`config.mk`:
```
export PLATFORM = sky130hd
export DESIGN_NAME = fwd_hazard_scoreboard
export DESIGN_NICKNAME = d
export VERILOG_FILES = /design/src/rtl/fwd_hazard_scoreboard.sv
export SDC_FILE = /design/constraint.sdc
export NUM_CORES = 1
export LEC_CHECK = 0
export CAP_MARGIN = 20
export CORE_MARGIN = 2
export CORE_UTILIZATION = 52
export CTS_CLUSTER_SIZE = 20
export DETAILED_ROUTE_END_ITERATION = 10
export PLACE_DENSITY = 0.81
export SYNTH_ARGS = -nofsm -noshare
export SYNTH_HDL_FRONTEND = slang
export SYNTH_SLANG_ARGS = --single-unit
```
`constraint.sdc`:
```
create_clock -name clk -period 2.8 [get_ports clk]
set_input_delay 0.42 -clock clk [delete_from_list [all_inputs] [get_ports clk]]
set_output_delay 0.42 -clock clk [all_outputs]
set_load 0.1 [all_outputs]
```
`src/rtl/fwd_hazard_scoreboard.sv`:
```
// ---------------------------------------------------------------------------
// fwd_hazard_scoreboard
//
// Forwarding and load-use hazard unit for a pipelined CPU. It keeps a small
// shift register of the register writes in flight behind EX. Entry 1 is the
// MEM stage, entry 2 is WB, and so on up to entry DEPTH. For each EX source
// operand the unit picks the youngest matching producer as the forwarding
// source. If that producer is a load whose data is not yet available, the
// unit requests a stall instead.
//
// Ports
//   clk         : clock, rising edge
//   rst         : synchronous active-high reset
//   freeze      : global pipeline hold (cache miss); all state holds
//   flush_ex    : squash the instruction currently in EX
//   ex_valid    : EX holds a real instruction
//   ex_regwrite : EX instruction writes a register
//   ex_memread  : EX instruction is a load
//   ex_rd       : EX destination register
//   src_addr    : operand i register at [i*REG_AW +: REG_AW]
//   src_use     : operand i is actually read
//   fwd_sel     : operand i source at [i*SEL_W +: SEL_W]; 0=regfile, k=stage k
//   stall       : load-use stall request
//   hazard_cnt  : saturating count of cycles in which a stall advanced the pipe
// ---------------------------------------------------------------------------
module fwd_hazard_scoreboard #(
    parameter int NUM_SRC  = 2,
    parameter int DEPTH    = 3,
    parameter int REG_AW   = 5,
    parameter int LOAD_LAT = 2,
    parameter int CNT_W    = 32,
    localparam int SEL_W   = $clog2(DEPTH + 1)
) (
    input  logic                      clk,
    input  logic                      rst,
    input  logic                      freeze,
    input  logic                      flush_ex,
    input  logic                      ex_valid,
    input  logic                      ex_regwrite,
    input  logic                      ex_memread,
    input  logic [REG_AW-1:0]         ex_rd,
    input  logic [NUM_SRC*REG_AW-1:0] src_addr,
    input  logic [NUM_SRC-1:0]        src_use,
    output logic [NUM_SRC*SEL_W-1:0]  fwd_sel,
    output logic                      stall,
    output logic [CNT_W-1:0]          hazard_cnt
);

    // In-flight entry state. Index k runs from 1 (youngest) to DEPTH (oldest).
    logic [DEPTH:1]    valid_q, valid_d;
    logic [DEPTH:1]    regwrite_q, regwrite_d;
    logic [DEPTH:1]    load_q, load_d;
    logic [REG_AW-1:0] rd_q [1:DEPTH];
    logic [REG_AW-1:0] rd_d [1:DEPTH];
    logic [CNT_W-1:0]  cnt_q, cnt_d;

    logic [NUM_SRC-1:0] haz;
    logic [SEL_W-1:0]   sel_arr [NUM_SRC];

    // -----------------------------------------------------------------------
    // Per-operand youngest-match search
    // -----------------------------------------------------------------------
    for (genvar gi = 0; gi < NUM_SRC; gi++) begin : g_src
        logic [REG_AW-1:0] src;
        logic              hit;
        logic              ready;
        logic [SEL_W-1:0]  young;

        assign src = src_addr[gi*REG_AW +: REG_AW];

        always_comb begin
            hit   = 1'b0;
            ready = 1'b0;
            young = '0;
            // Scan from the oldest entry down to the youngest. A later hit
            // overwrites an earlier one, so the youngest match wins.
            for (int k = DEPTH; k >= 1; k--) begin
                if (valid_q[k] && regwrite_q[k] && (rd_q[k] != '0) && (rd_q[k] == src)) begin
                    hit   = 1'b1;
                    young = SEL_W'(k);
                    ready = !load_q[k] || (k >= LOAD_LAT);
                end
            end
        end

        assign haz[gi]     = src_use[gi] && hit && !ready;
        assign sel_arr[gi] = (src_use[gi] && hit && ready) ? young : '0;
        assign fwd_sel[gi*SEL_W +: SEL_W] = sel_arr[gi];
    end

    assign stall      = ex_valid && !flush_ex && (|haz);
    assign hazard_cnt = cnt_q;

    // -----------------------------------------------------------------------
    // Next state for an advancing pipeline
    // -----------------------------------------------------------------------
    always_comb begin
        valid_d    = valid_q;
        regwrite_d = regwrite_q;
        load_d     = load_q;
        for (int k = 1; k <= DEPTH; k++) begin
            rd_d[k] = rd_q[k];
        end
        cnt_d = cnt_q;

        for (int k = DEPTH; k >= 2; k--) begin
            valid_d[k]    = valid_q[k-1];
            regwrite_d[k] = regwrite_q[k-1];
            load_d[k]     = load_q[k-1];
            rd_d[k]       = rd_q[k-1];
        end

        // A stalled instruction stays in EX and is presented again, so a
        // bubble goes into stage 1. Recording it now would count it twice.
        if (flush_ex || stall || !ex_valid) begin
            valid_d[1]    = 1'b0;
            regwrite_d[1] = 1'b0;
            load_d[1]     = 1'b0;
            rd_d[1]       = '0;
        end else begin
            valid_d[1]    = 1'b1;
            regwrite_d[1] = ex_regwrite;
            load_d[1]     = ex_memread;
            rd_d[1]       = ex_rd;
        end

        if (stall && (cnt_q != '1)) begin
            cnt_d = cnt_q + CNT_W'(1);
        end
    end

    // -----------------------------------------------------------------------
    // State registers: reset beats freeze, and freeze beats advance
    // -----------------------------------------------------------------------
    always_ff @(posedge clk) begin
        if (rst) begin
            valid_q    <= '0;
            regwrite_q <= '0;
            load_q     <= '0;
            for (int k = 1; k <= DEPTH; k++) begin
                rd_q[k] <= '0;
            end
            cnt_q <= '0;
        end else if (!freeze) begin
            valid_q    <= valid_d;
            regwrite_q <= regwrite_d;
            load_q     <= load_d;
            for (int k = 1; k <= DEPTH; k++) begin
                rd_q[k] <= rd_d[k];
            end
            cnt_q <= cnt_d;
        end
    end

endmodule

```
# Word-level counts from Yosys, hierarchy flattened
# Memories as Yosys holds them, arrays and structs flattened.
# Index checks and enable logic that the tools add are counted.
[word_totals]
ff_bits = 39
ram_bits = 15
input_bits = 24
out_inout_bits = 37
wordCells = 78
n_memories = 1
[mem_list]
columns = ["name", "depth", "word_bits", "rd", "rd_ports_with_merged_regs", "write_ports", "line", "source"]
rows = [
  ["rd_q", 3, 5, 3, 0, 3, "53", "logic [REG_AW-1:0] rd_q [1:DEPTH];"],
]
[op_classes]
addsub = 1
eq_ne = 7
mux = 28
n_bitwise = 4
reduce_logical = 33
[ops]
columns = ["cell", "n"]
rows = [
  ["32-bit by 1-bit adder with 32-bit output, second input constant", 1],
  ["32-bit != test, second input constant", 1],
  ["5-bit equality test", 6],
  ["1-bit logical AND", 21],
  ["5-bit two-way mux", 4],
  ["1-bit two-way mux", 16],
  ["2-bit two-way mux", 8],
  ["5-bit nonzero test", 3],
  ["1-bit logical NOT", 5],
  ["1-bit OR", 3],
  ["1-bit logical OR", 2],
  ["2-bit AND reduction", 1],
  ["2-bit OR reduction", 1],
  ["1-bit inverter", 1],
]

# Longest topological paths before layout
# Gate-level depths: netlist of run 1.
[logic_depth]
ltp_word = 14
ltp_mapped = 9
mapped_depth_nobuf = 7

# Least setup slack after synthesis of run 1
# Ideal clock, no wire load.
[synth_path]
path_kind = "reg-to-output"
start = "register rd_q[0][6] (netlist name)"
end = "output port fwd_sel[0]"
arrival_ns = 2.937
required_time_ns = 2.380
setup_slack_ns = -0.557
stages_incl_launch_ff = 6
n_path_buf = 0
path_cell_list = "edfxtp_1 > or4_1 > or2_2 > nand4_1 > nand3b_1 > a21oi_1"
[synth_rtl]
columns = ["item", "line", "source"]
rows = [
  ["to (decl)", "44", "output logic [NUM_SRC*SEL_W-1:0] fwd_sel,"],
]

==> results of run 1 <==
[final cells by class]
| cell class | count | area (sq um) |
|---|---|---|
| Timing Repair Buffer | 79 | 713.2 |
| Tap cell | 72 | 90.09 |
| Multi-Input combinational cell | 250 | 1697 |
| Sequential cell | 54 | 1241 |
| Fill cell | 429 | 1645 |
| Inverter | 12 | 45.04 |
| Clock buffer | 5 | 68.82 |
| Clock inverter | 3 | 40.04 |
[what timing repair did]
item | CTS | global route
setup endpoints to repair | 1 | 3
buffers inserted | 1 | 7
cloned | 0 | 1
pin swaps | 0 | 7
gates resized for setup | 0 | 6
[worst min-delay path, delay by kind of cell (launching register included)]
| family | cells | cell delay, ps |
|---|---|---|
| DFF | 1 | 340 |
| AOI/OAI and AO/OA | 2 | 130 |
[kinds of logic (layout without fill, tap and decap cells)]
group	Yosys count	count (layout)	synth area share (%)
and+or+nand+nor	148	148	27.23
DFF	54	54	41.10
AOI/OAI and AO/OA	53	54	12.36
xor gates and xnor gates	32	32	9.357
buffers and inverters	25	99	3.968
muxes	15	15	5.556
adders and majority gates	1	1	0.4176
[report_power, final]
part | internal, mW | switching [mW]
sequential | 0.818 | 0.0204
clock | 0.264 | 0.255
combinational | 0.0791 | 0.0742
[routing by layer]
| metal | routed length (microns) | vias to the layer above | share of wire (%) |
|---|---|---|---|
| met3 | 440 | 12 | 5.7 |
| li1 | - | 1334 | - |
| met5 | 0 | - | 0 |
| met2 | 3623 | 83 | 47 |
| met1 | 3484 | 1315 | 45 |
| met4 | 111 | 0 | 1.4 |
[synth_stat cells (2+ instances only)]
cell | count | share of area (%)
a21oi_1 | 22 | 3.7
a22o_1 | 2 | 0.58
a311oi_1 | 2 | 0.58
a31o_2 | 2 | 0.58
a41o_1 | 2 | 0.67
and2_1 | 17 | 3.6
and3_1 | 3 | 0.63
and4_1 | 2 | 0.58
buf_2 | 2 | 0.33
buf_6 | 3 | 1.1
clkbuf_1 | 8 | 1.0
dfxtp_1 | 39 | 26
edfxtp_1 | 15 | 15
inv_1 | 12 | 1.5
mux2_1 | 9 | 3.4
mux2i_1 | 5 | 1.7
nand2_1 | 17 | 2.1
nand2b_1 | 2 | 0.42
nand3_1 | 11 | 1.8
nand3b_1 | 2 | 0.50
nand4_1 | 11 | 2.3
nor2_1 | 31 | 3.9
nor2b_1 | 9 | 1.9
nor3_1 | 7 | 1.2
nor4_1 | 9 | 1.9
nor4b_1 | 2 | 0.58
o21ai_1 | 8 | 1.3
o31ai_1 | 6 | 1.5
or2_2 | 3 | 0.63
or3_1 | 10 | 2.1
or4_1 | 9 | 2.3
xnor2_1 | 9 | 2.6
xor2_1 | 23 | 6.7
[flip-flops by register name, summed over array words and instances (netlist names)]
name and count:
valid_q 3, regwrite_q 3, rd_q 15, hazard_cnt 32, load_q 1
[stage by stage]
| step | instances | TNS, ps | utilization, % | power [mW] |
|---|---|---|---|---|
| after global routing | 475 | -46.65 | 70.30 | 1.571 |
| after detailed placement | 458 | 0 | 66.60 | 0.9868 |
| after global placement | 458 | 0 | 66.60 | 0.9839 |
| final | 475 | 0 | 70.30 | 1.511 |
| after CTS | 467 | 0 | 68.70 | 1.495 |
| after floorplan | 328 | 0 | - | 0.9232 |
[worst min path at each step]
stage	end	slack, ps	depth (start not counted)
2_1_floorplan	valid_q[1]$_SDFFE_PP0N_	440	1
3_3_place_gp	valid_q[1]$_SDFFE_PP0N_	460	1
3_5_place_dp	valid_q[1]$_SDFFE_PP0N_	470	1
4_1_cts	hazard_cnt[5]$_SDFFE_PP0P_	510	2
5_1_grt	hazard_cnt[9]$_SDFFE_PP0P_	540	2
6_report	hazard_cnt[30]$_SDFFE_PP0P_	510	2
==> results.ini, run 1 <==
[worst_setup_path]
cp-endpoint = fwd_sel[2]
rrSetupSlack_ps = 230
required_ps = 2380
r2r-start = hazard_cnt[0]$_SDFFE_PP0P_
crit_path_cell_trace = or4_4 > o211ai_1 > buf_4 > nor4_2 > nand3_1 > nand3b_1 > a21oi_2 > buf_12
worstSetupStartpoint = rd_q[0][11]$_SDFFCE_PN0P_
cp.depth = 8
end_kind = output port
worst_ep_arrival_time_ps = 2350
cp-start-kind = flop
cp_max_fo = 4
path_buf_inv = 2
cpMaxStageDelayCell = or4_4
r2r_end = hazard_cnt[1]$_SDFFE_PP0P_
crit_path_max_incr_delay_ps = 540
reg2reg_depth = 8
path_class = flop to output port
critical-path-top-delay-family = simple AND/OR/NAND/NOR gates

[job]
cap_violations = 0

[synthesis]
avgSynthCellArea_sq_um = 9.132
syn_area_sq_mm = 0.002995
ys_seq_elements = 54
synth_cells = 328
seq_area_frac_synth_pct = 41.10
yosys_warnings = 0
syn_nets = 353
synthFlopType = dfxtp_1
synth-edff-count = 15
synth-async-reset-ratio_pct = 0
ys_types = 47

[cells_and_area]
drive_gt1_share_pct = 23.08
insertedDiodeCount = 0
layout_commonest_cell = buf_4
final_nets = 427
area_growth_pct = 30.03
layout_common_cells = buf_4, nor2_1, dfxtp_1
fin_area_sq_mm = 0.003895

[clocking]
cts_hold_buf = 0
cts-root-buf = clkbuf_8
cts.clk_slew.worst_paths_ps = 100
tritoncts = yes
cts_buffer_depth = 2
cts_made_buffers = 5
clk_latency_ps = 310
cts_sinks = 54
h-tree-depth = 2

[timing]
max-slew-margin-rel_pct = 50.50
setup_viol = 0
fin_crit_sh_pct = 99.06
fin_crit_ps = 2774
slew_violations = 0
hold_ws_ps = 506.2
fmax_mhz = 360.5
setup_ws_ps = 26.44
finalHoldViolations = 0
worstMarginPinSlew_ps = 742.5
fin_skew_ps = 6.341

[routing]
drt-wirelength-per-cell_microns = 16.13
drt_iter0_drc = 204
drtPass1Iterations = 4
ant_nets = 0
avgViaCountPerCell = 5.777
wirelength_microns = 7660
drcViolationCount = 0
num_vias = 2744

[placed_design]
place_area_sq_mm = 0.003690
pre_cts_ws_ps = 68.37
gp_congestion = 0.9188
hpwl_microns = 5227
portBuffers = 60

[die]
start_util_pct = 54.07
die-width_microns = 79.90
rows = 27
die_area_sq_mm = 0.006383
core_sq_mm = 0.005540
pin_count = 61
die_y_microns = 79.90

[global_routing]
grt_pass1_wl_microns = 11470
grt_util_met2_pct = 36.67
antenna_found_initial = 0
grt_pass1_vias = 2370
grt_use_met3_pct = 4.072
grt_max_degree = 49
grt-busiest-layer = met2
overflow = 0
grt_usage_pct = 22.66
grt.met1_usage_pct = 31.39

[power_and_ir_drop]
powerDensity_mw_per_mm2 = 387.9
leakagePower_nw = 1.534
ir_drop_uv = 246.2

[worst_hold_path]
hp-start = hazard_cnt[30]$_SDFFE_PP0P_
hp-class = flop to flop

[status]
outcome = finished clean

No activity file was read; power rests on OpenSTA's default activity.
==> run 2: changes to the inputs <==
- ABC_CLOCK_PERIOD_IN_PS: not set -> 2800
==> results of run 2 <==
No change in the layout: final DEF, timing and power equal those of run 1.
==> run 3: changes to the inputs <==
- ABC_CLOCK_PERIOD_IN_PS: 2800 -> not set
==> results of run 3 <==
No change in the layout: final DEF, timing and power equal those of run 1.
